## src/rtl/fetch_pkg.sv

```systemverilog
// Shared definitions for the instruction fetch path.
// - fetch_state_t : fetch FSM states (IDLE, FETCH, HOLD).
// - INSTR_W       : default instruction width, also used by decode.
// - cnt_w()       : width of a counter that spans 0..bytes_per_instr.
// - byte_lane()   : which byte lane of the instruction a fetched byte lands in.
package fetch_pkg;

  localparam int FETCH_BYTES = 4;
  localparam int INSTR_W     = 8 * FETCH_BYTES;

  typedef enum logic [1:0] {
    IDLE  = 2'd0,
    FETCH = 2'd1,
    HOLD  = 2'd2
  } fetch_state_t;

  function automatic int cnt_w(input int bytes_per_instr);
    return $clog2(bytes_per_instr + 1);
  endfunction

  localparam int CNT_W = cnt_w(FETCH_BYTES);

  // Byte idx is the offset from the base address; big-endian reverses lanes.
  function automatic int byte_lane(input int idx, input int bytes_per_instr,
                                   input bit big_endian);
    if (big_endian) begin
      return bytes_per_instr - 1 - idx;
    end else begin
      return idx;
    end
  endfunction

endpackage

```

## src/rtl/byte_assembler.sv

```systemverilog
// Collects the bytes of one instruction into an assembly register and
// publishes the full word only when the last byte arrives.
// Ports:
//   clock, reset_n : clock and synchronous active-low reset
//   clear          : discard any partially assembled bytes
//   capture        : data holds the byte at offset idx this cycle
//   idx            : byte offset from the instruction base (0 = base)
//   data           : byte from memory
//   instr          : last complete instruction (never a partial value)
//   done           : this capture completes the instruction
module byte_assembler
  import fetch_pkg::*;
#(
  parameter int BYTES_PER_INSTR = 4,
  parameter bit BIG_ENDIAN      = 1'b0,
  parameter int IDX_W           = 3
) (
  input  logic                         clock,
  input  logic                         reset_n,
  input  logic                         clear,
  input  logic                         capture,
  input  logic [IDX_W-1:0]             idx,
  input  logic [7:0]                   data,
  output logic [8*BYTES_PER_INSTR-1:0] instr,
  output logic                         done
);

  localparam int DATA_W = 8 * BYTES_PER_INSTR;

  logic [DATA_W-1:0] assembly;
  logic [DATA_W-1:0] assembly_next;

  // The final byte of an instruction completes the load.
  always_comb begin
    done = capture && (idx == IDX_W'(BYTES_PER_INSTR - 1));
  end

  // Merge the incoming byte into its lane of the assembly word.
  always_comb begin
    assembly_next = assembly;
    if (capture) begin
      assembly_next[8*byte_lane(int'(idx), BYTES_PER_INSTR, BIG_ENDIAN) +: 8] = data;
    end else begin
      assembly_next = assembly;
    end
  end

  // Assembly register; instr is refreshed only with the complete word.
  always_ff @(posedge clock) begin
    if (!reset_n) begin
      assembly <= '0;
      instr    <= '0;
    end else if (clear) begin
      assembly <= '0;
    end else begin
      assembly <= assembly_next;
      if (done) begin
        instr <= assembly_next;
      end
    end
  end

endmodule

```

## src/rtl/instr_fetch_assembler.sv

```systemverilog
// Fetch stage: takes an instruction address from the program counter, reads
// BYTES_PER_INSTR consecutive bytes from a 1-cycle synchronous byte memory,
// and hands the assembled instruction to decode over valid/ready.
// Ports:
//   clock, reset_n          : clock and synchronous active-low reset
//   pc_addr, pc_valid       : next instruction address from the PC
//   pc_ready                : address accepted this cycle
//   flush                   : abandon the in-flight fetch / drop held instr
//   mem_en, mem_addr        : byte read request (registered)
//   mem_rdata               : read data, one cycle after the request
//   instr, instr_pc         : assembled instruction and its base address
//   instr_valid, instr_ready: handshake towards decode
module instr_fetch_assembler
  import fetch_pkg::*;
#(
  parameter int ADDR_W          = 8,
  parameter int BYTES_PER_INSTR = 4,
  parameter bit BIG_ENDIAN      = 1'b0
) (
  input  logic                         clock,
  input  logic                         reset_n,
  input  logic [ADDR_W-1:0]            pc_addr,
  input  logic                         pc_valid,
  output logic                         pc_ready,
  input  logic                         flush,
  output logic                         mem_en,
  output logic [ADDR_W-1:0]            mem_addr,
  input  logic [7:0]                   mem_rdata,
  output logic [8*BYTES_PER_INSTR-1:0] instr,
  output logic [ADDR_W-1:0]            instr_pc,
  output logic                         instr_valid,
  input  logic                         instr_ready
);

  localparam int CNT_BITS = cnt_w(BYTES_PER_INSTR);
  localparam logic [CNT_BITS-1:0] LAST_CNT = CNT_BITS'(BYTES_PER_INSTR);

  fetch_state_t        state;
  fetch_state_t        state_next;
  logic [CNT_BITS-1:0] cnt;
  logic [CNT_BITS-1:0] cnt_next;
  logic [CNT_BITS-1:0] byte_idx;
  logic [ADDR_W-1:0]   base;
  logic [ADDR_W-1:0]   base_next;
  logic                accept;
  logic                capture;
  logic                load_done;
  logic                issue_next;

  // A new address is taken when idle, or when decode frees the held slot.
  always_comb begin
    pc_ready = 1'b0;
    if (flush) begin
      pc_ready = 1'b0;
    end else begin
      case (state)
        IDLE:    pc_ready = 1'b1;
        FETCH:   pc_ready = 1'b0;
        HOLD:    pc_ready = instr_ready;
        default: pc_ready = 1'b0;
      endcase
    end
  end

  // Data seen in cycle cnt belongs to the request issued in cycle cnt-1.
  always_comb begin
    accept   = pc_valid && pc_ready;
    byte_idx = cnt - CNT_BITS'(1);
    capture  = (state == FETCH) && (cnt != '0) && !flush;
  end

  // Next-state logic; flush has the final word over accept and consume.
  always_comb begin
    state_next = state;
    cnt_next   = cnt;
    base_next  = base;
    case (state)
      IDLE: begin
        state_next = IDLE;
      end
      FETCH: begin
        if (load_done) begin
          state_next = HOLD;
        end else begin
          cnt_next = cnt + CNT_BITS'(1);
        end
      end
      HOLD: begin
        if (instr_ready) begin
          state_next = IDLE;
        end else begin
          state_next = HOLD;
        end
      end
      default: begin
        state_next = IDLE;
      end
    endcase
    if (accept) begin
      state_next = FETCH;
      cnt_next   = '0;
      base_next  = pc_addr;
    end else begin
      base_next = base;
    end
    if (flush) begin
      state_next = IDLE;
      cnt_next   = '0;
    end else begin
      cnt_next = cnt_next;
    end
    issue_next = (state_next == FETCH) && (cnt_next < LAST_CNT);
  end

  // FSM registers plus registered memory request and output qualifiers.
  always_ff @(posedge clock) begin
    if (!reset_n) begin
      state       <= IDLE;
      cnt         <= '0;
      base        <= '0;
      mem_en      <= 1'b0;
      mem_addr    <= '0;
      instr_pc    <= '0;
      instr_valid <= 1'b0;
    end else begin
      state       <= state_next;
      cnt         <= cnt_next;
      base        <= base_next;
      mem_en      <= issue_next;
      instr_valid <= (state_next == HOLD);
      if (issue_next) begin
        // Addresses wrap naturally at 2^ADDR_W.
        mem_addr <= base_next + ADDR_W'(cnt_next);
      end
      if (load_done) begin
        instr_pc <= base;
      end
    end
  end

  byte_assembler #(
    .BYTES_PER_INSTR(BYTES_PER_INSTR),
    .BIG_ENDIAN     (BIG_ENDIAN),
    .IDX_W          (CNT_BITS)
  ) u_byte_assembler (
    .clock  (clock),
    .reset_n(reset_n),
    .clear  (flush),
    .capture(capture),
    .idx    (byte_idx),
    .data   (mem_rdata),
    .instr  (instr),
    .done   (load_done)
  );

endmodule

```

## config.mk

```make
export PLATFORM = sky130hd
export DESIGN_NAME = instr_fetch_assembler
export DESIGN_NICKNAME = d
export VERILOG_FILES = /design/src/rtl/fetch_pkg.sv /design/src/rtl/byte_assembler.sv /design/src/rtl/instr_fetch_assembler.sv
export SDC_FILE = /design/constraint.sdc
export NUM_CORES = 1
export LEC_CHECK = 0
export ABC_AREA = 1
export CAP_MARGIN = 30
export CORE_ASPECT_RATIO = 1.5
export CORE_MARGIN = 1.5
export CORE_UTILIZATION = 40
export DETAILED_ROUTE_END_ITERATION = 12
export DONT_BUFFER_PORTS = 1
export PLACE_DENSITY = 0.58
export SLEW_MARGIN = 20
export SYNTH_ARGS = -nofsm -noshare
export SYNTH_HDL_FRONTEND = slang
export SYNTH_HIERARCHICAL = 1
export SYNTH_SLANG_ARGS = --single-unit
```

## constraint.sdc

```tcl
create_clock -name clock -period 4.8 [get_ports clock]
set_input_delay 0.96 -clock clock [delete_from_list [all_inputs] [get_ports clock]]
set_output_delay 0.96 -clock clock [all_outputs]
set_load 0.005 [all_outputs]
```

# After elaboration in Yosys (flattened, before gate mapping)
# Cells that the tools add are included.
# classes
bitwise,2
shift,2
n_reduce_logical,10
magnitude_cmp,1
n_addsub,4
n_mux,15
n_eq_ne,5
# ops
cell,count
$neg 32->33,1
$shift 8x33->32 const A,1
$shiftx 8x33->32,1
$bwmux 32,1
$mux 32,1
$mux 29,1
$mux 3,4
$add 8x3->8,1
$mux 2,4
$mux 8,1
$logic_and 1x1->1,5
$eq 2x1->1 const B,2
$eq 2x2->1 const B,2
$pmux 2 s2,1
$add 3x1->3 const B,1
$eq 3x2->1 const B,1
$lt 3x3->1 const B,1
$reduce_bool 3->1,1
$sub 3x1->3 const B,1
$logic_not 2->1,1
$not 1->1,2
$pmux 1 s2,1
$reduce_and 2->1,1
$reduce_or 2->1,1
other kinds (2),2
# word_totals
wordCells,48
ff_bits,95
out_inout_bits,51

# Longest topological paths before layout
# depth
ltp_word,10
depth_mapped,20

# By module
# The synthesis kept the hierarchy.
# modules_own_cells
module,seq_area_each_um2,cells_per_inst,area_each_um2,n_inst
byte_assembler,1281.2,371,2646.3,1
instr_fetch_assembler,620.6,218,1679.1,1

# Least setup slack after synthesis
# No wires, ideal clock.
# synth_timing
path_kind,input to register
start,input port flush
end,register mem_addr[6]
path_stages,15
slack_ns,1.611
arrival_time_ns,3.080
cell_sequence,a211oi_1 -> nand2_1 -> nor2_1 -> nor2_2 -> xor2_1 -> nor2_1 -> ha_1 -> inv_1 -> fa_1 -> nand2_2 -> nand3_1 -> nand2_1 -> nand3_1 -> nand2_1 -> inv_1
# synth_via
elab_chain_len,9
elab_cells_between_ends,18
# synth_lines
item,line_no,text
"start, declared",instr_fetch_assembler.sv:25,"input logic flush,"
$logic_not 1->1 (*),instr_fetch_assembler.sv:69,capture = (state == FETCH) && (cnt != '0) && !flush;
$logic_and 1x1->1 (*),instr_fetch_assembler.sv:69,
$logic_and 1x1->1 (*),byte_assembler.sv:35,done = capture && (idx == IDX_W'(BYTES_PER_INSTR - 1));
net load_done,instr_fetch_assembler.sv:47,logic load_done;
$mux 3 (*),instr_fetch_assembler.sv:82,if (load_done) begin
$mux 3 (*),instr_fetch_assembler.sv:77,case (state)
$mux 3 (*),instr_fetch_assembler.sv:99,if (accept) begin
$mux 3 (*),instr_fetch_assembler.sv:106,if (flush) begin
net cnt_next[0],instr_fetch_assembler.sv:41,logic [CNT_BITS-1:0] cnt_next;
"parallel branches: the longest is 2 deep, another holds $add 8x3->8",--,
"end signal, assigned",instr_fetch_assembler.sv:133,mem_addr <= base_next + ADDR_W'(cnt_next);
"end, declared",instr_fetch_assembler.sv:27,"output logic [ADDR_W-1:0] mem_addr,"
# Mark *: on every way through the listed nets, which the timed path passes.
# A chain may end at the register's enable or synchronous reset.

# Final worst setup path
# layout_timing
start,register cnt[0]
end,register mem_addr[6]
# layout_via
elab_cells_between_ends,19
# layout_rtl
item,line_no,text
"start, declared",instr_fetch_assembler.sv:40,logic [CNT_BITS-1:0] cnt;
"start signal, assigned",instr_fetch_assembler.sv:127,cnt <= cnt_next;
$sub 3x1->3 (*),instr_fetch_assembler.sv:68,byte_idx = cnt - CNT_BITS'(1);
net byte_idx[0],instr_fetch_assembler.sv:42,logic [CNT_BITS-1:0] byte_idx;
$eq 3x2->1 (*),byte_assembler.sv:35,
$logic_and 1x1->1 (*),byte_assembler.sv:35,
net load_done,instr_fetch_assembler.sv:47,
$mux 3 (*),instr_fetch_assembler.sv:82,
$mux 3 (*),instr_fetch_assembler.sv:77,
$mux 3 (*),instr_fetch_assembler.sv:99,
$mux 3 (*),instr_fetch_assembler.sv:106,
net cnt_next[0],instr_fetch_assembler.sv:41,
"parallel branches: the longest is 2 deep, another holds $add 8x3->8",--,
# Marked as above.

==> results.tsv <==
metric	value	unit
fin_util	0.443	
ys_seq_elements	95	
grt_setup_unrepaired	no	
synth_cell_type_count	34	
die_height	130	microns
clkPwrFrac	0.437	
syn_to_final_growth	7.84	%
final_common_cell	nand2_1	
p_sw_frac	0.224	
cpMaxStageDelayCell	a211oi_1	
crit_family	simple AND/OR/NAND/NOR gates	
syn_nets	622	
drtIter0Drc	108	
setup_viol	0	
whs	0.468	ns
worstSetupPathType	flop to flop	
htreeDepth	3	
clockBufferDepth	2	
fillers	1100	
period_minus_slack	3.13	ns
slew_violations	0	
drcViolationCount	0	
hold_viol_final	0	
ys_seq_area_frac	0.440	
die_w	87.9	microns
synth_area	4330	sq um
finClkSkew	0.00525	ns
clockRootBuffer	clkbuf_16	
fmax	319	MHz
gr-total-overflow	0	
cp_cell_sequence	inv_1 > ha_1 > a211oi_1 > nand2_1 > nor2_1 > buf_4 > nor2_2 > xor2_1 > nor2_1 > ha_1 > inv_1 > fa_1 > nand2_2 > nand3_1 > nand2_1 > nand3_1 > nand2_1 > inv_1	
antenna_cells	0	
syn-mean-instance-area	7.34	sq um
arrival	3.38	ns
seqPwrFrac	0.513	
wl_per_cell	13.2	microns
nets	616	
cts_resized	0	
dr_total_vias	3507	
clock_latency	0.34	ns
ant_nets	0	
cts_setup_buffers	0	
hold_path_class	flop to flop	
leakage	2.06	nW
cts_tree	yes	
hold_buffers	0	
ir_drop	0.191	mV
synth_warnings	6	
die_area	11500	sq um
viasPerCell	4.80	
num_rows	46	
grt_pass1_vias	3222	
mostFrequentLayoutCells	nand2_1 (117), nor2_1 (97), dfxtp_1 (95)	
dp_hpwl	7.08	mm
gp_congestion	0.784	
fin_crit_sh	0.653	
status	completed	
numClockSinks	95	
coreArea	10500	sq um
drive_gt1_frac	0.0971	
maxSlewHeadroom	0.571	
drv_cap	0	
numCtsBuffers	9	
initial_utilization	0.411	
portBuffers	0	
p_per_area	337	nW/um^2
p_comb_frac	0.050	
cpPeakStageDelay	0.41	ns
critPathBufInv	4	
antenna_found_initial	0	
grt_usage	0.177	
switchingPower	351	uW
path_clk_slew	0.06	ns
required	5.04	ns
worstPathMaxFanout	15	
io_pins	72	
tightest_slew	0.644	ns
grt_max_degree	65	
internal_power	1.22	mW
wl	9.67	mm
end_kind	flop	
grt_pass1_wl	15.4	mm
first_pass_iters	5	
netlist_instances	589	
timing.setup.tns	0	ns
startpoint_type	flop	
## Yosys cell counts (all sizes together)
cell type,n,share of area
nand2,131,0.12
nor2,101,0.091
dfxtp,95,0.44
inv,81,0.071
nand3,55,0.069
a21oi,40,0.052
o21ai,29,0.039
buf,12,0.026
ha,11,0.032
clkbuf,8,0.0069
nand4,7,0.010
nor3,4,0.0098
o21a,4,0.0069
xor2,4,0.0081
or2,3,0.0043
a211oi,2,0.0035
clkinv,1,0.00087
fa,1,0.0046
## worst register-to-register path: stages, from the launching register on
cell,delay [ns]
dfxtp_1,0.33
inv_1,0.14
ha_1,0.24
a211oi_1,0.41
nand2_1,0.18
nor2_1,0.12
buf_4,0.20
nor2_2,0.09
xor2_1,0.16
nor2_1,0.13
ha_1,0.18
inv_1,0.05
fa_1,0.41
nand2_2,0.12
nand3_1,0.08
nand2_1,0.07
nand3_1,0.06
nand2_1,0.06
inv_1,0.03
## flip-flops by register name (all words and copies together), names as in the netlist
register,flops
state,2
cnt,3
instr_pc,8
mem_addr,8
u_byte_assembler/assembly,32
base,8
instr_valid,1
mem_en,1
u_byte_assembler/instr,32
## through the flow
| step | setup WS, ns | instance area (sq um) | instances | power [mW] |
|---|---|---|---|---|
| finish | 1.67 | 4660 | 731 | 1.57 |
| floorplan | 1.61 | 4330 | 589 | 0.888 |
| global route | 1.26 | 4660 | 731 | 1.63 |
| detailed placement | 1.42 | 4390 | 716 | 0.902 |
| global placement | 1.48 | 4390 | 716 | 0.901 |
| CTS | 1.63 | 4660 | 731 | 1.59 |
## power groups by stage
stage	Sequential (mW)	Clock, mW	Combinational, mW
after CTS	0.805	0.707	0.0796
final	0.805	0.687	0.0784
after global placement	0.823	0	0.0784
after detailed placement	0.823	0	0.0793
after floorplan	0.820	0	0.0676
after global routing	0.806	0.741	0.0879
## metal layers
metal  global-route usage  wire [microns]  vias to the layer above
met4               0.0859             193                        0
met1                0.189            3800                     1576
li1                     -               -                     1840
met3               0.0525             593                       13
met2                0.311            5080                       78
met5                    0               0                        -
## cell families after synthesis
logic type | count (synthesis) | synth area share
AOI/OAI and AO/OA | 75 | 0.102
and+or+nand+nor | 301 | 0.309
buffers and inverters | 102 | 0.105
xor gates and xnor gates | 4 | 0.00810
adders and majority gates | 12 | 0.0364
DFF | 95 | 0.440
## final timing paths
check | cells past startpoint | to | from | slack (ns)
max | 18 | mem_addr[6] | cnt[0] | 1.67
min | 2 | u_byte_assembler/assembly[20] | u_byte_assembler/assembly[20] | 0.47
max reg2reg | 18 | mem_addr[6] | cnt[0] | 1.67
min reg2reg | 2 | u_byte_assembler/assembly[20] | u_byte_assembler/assembly[20] | 0.47
## final cells by class
| class | instances | area (sq um) | share of cell area |
|---|---|---|---|
| Multi-Input combinational cell | 392 | 1970 | 0.422 |
| Sequential cell | 95 | 1900 | 0.408 |
| Inverter | 82 | 313 | 0.0671 |
| Clock buffer | 10 | 229 | 0.0491 |
| Tap cell | 144 | 180 | 0.0386 |
| Clock inverter | 5 | 50.0 | 0.0107 |
| Timing Repair Buffer | 3 | 22.5 | 0.00483 |
Note: power is estimated with default switching activity, not from simulation.
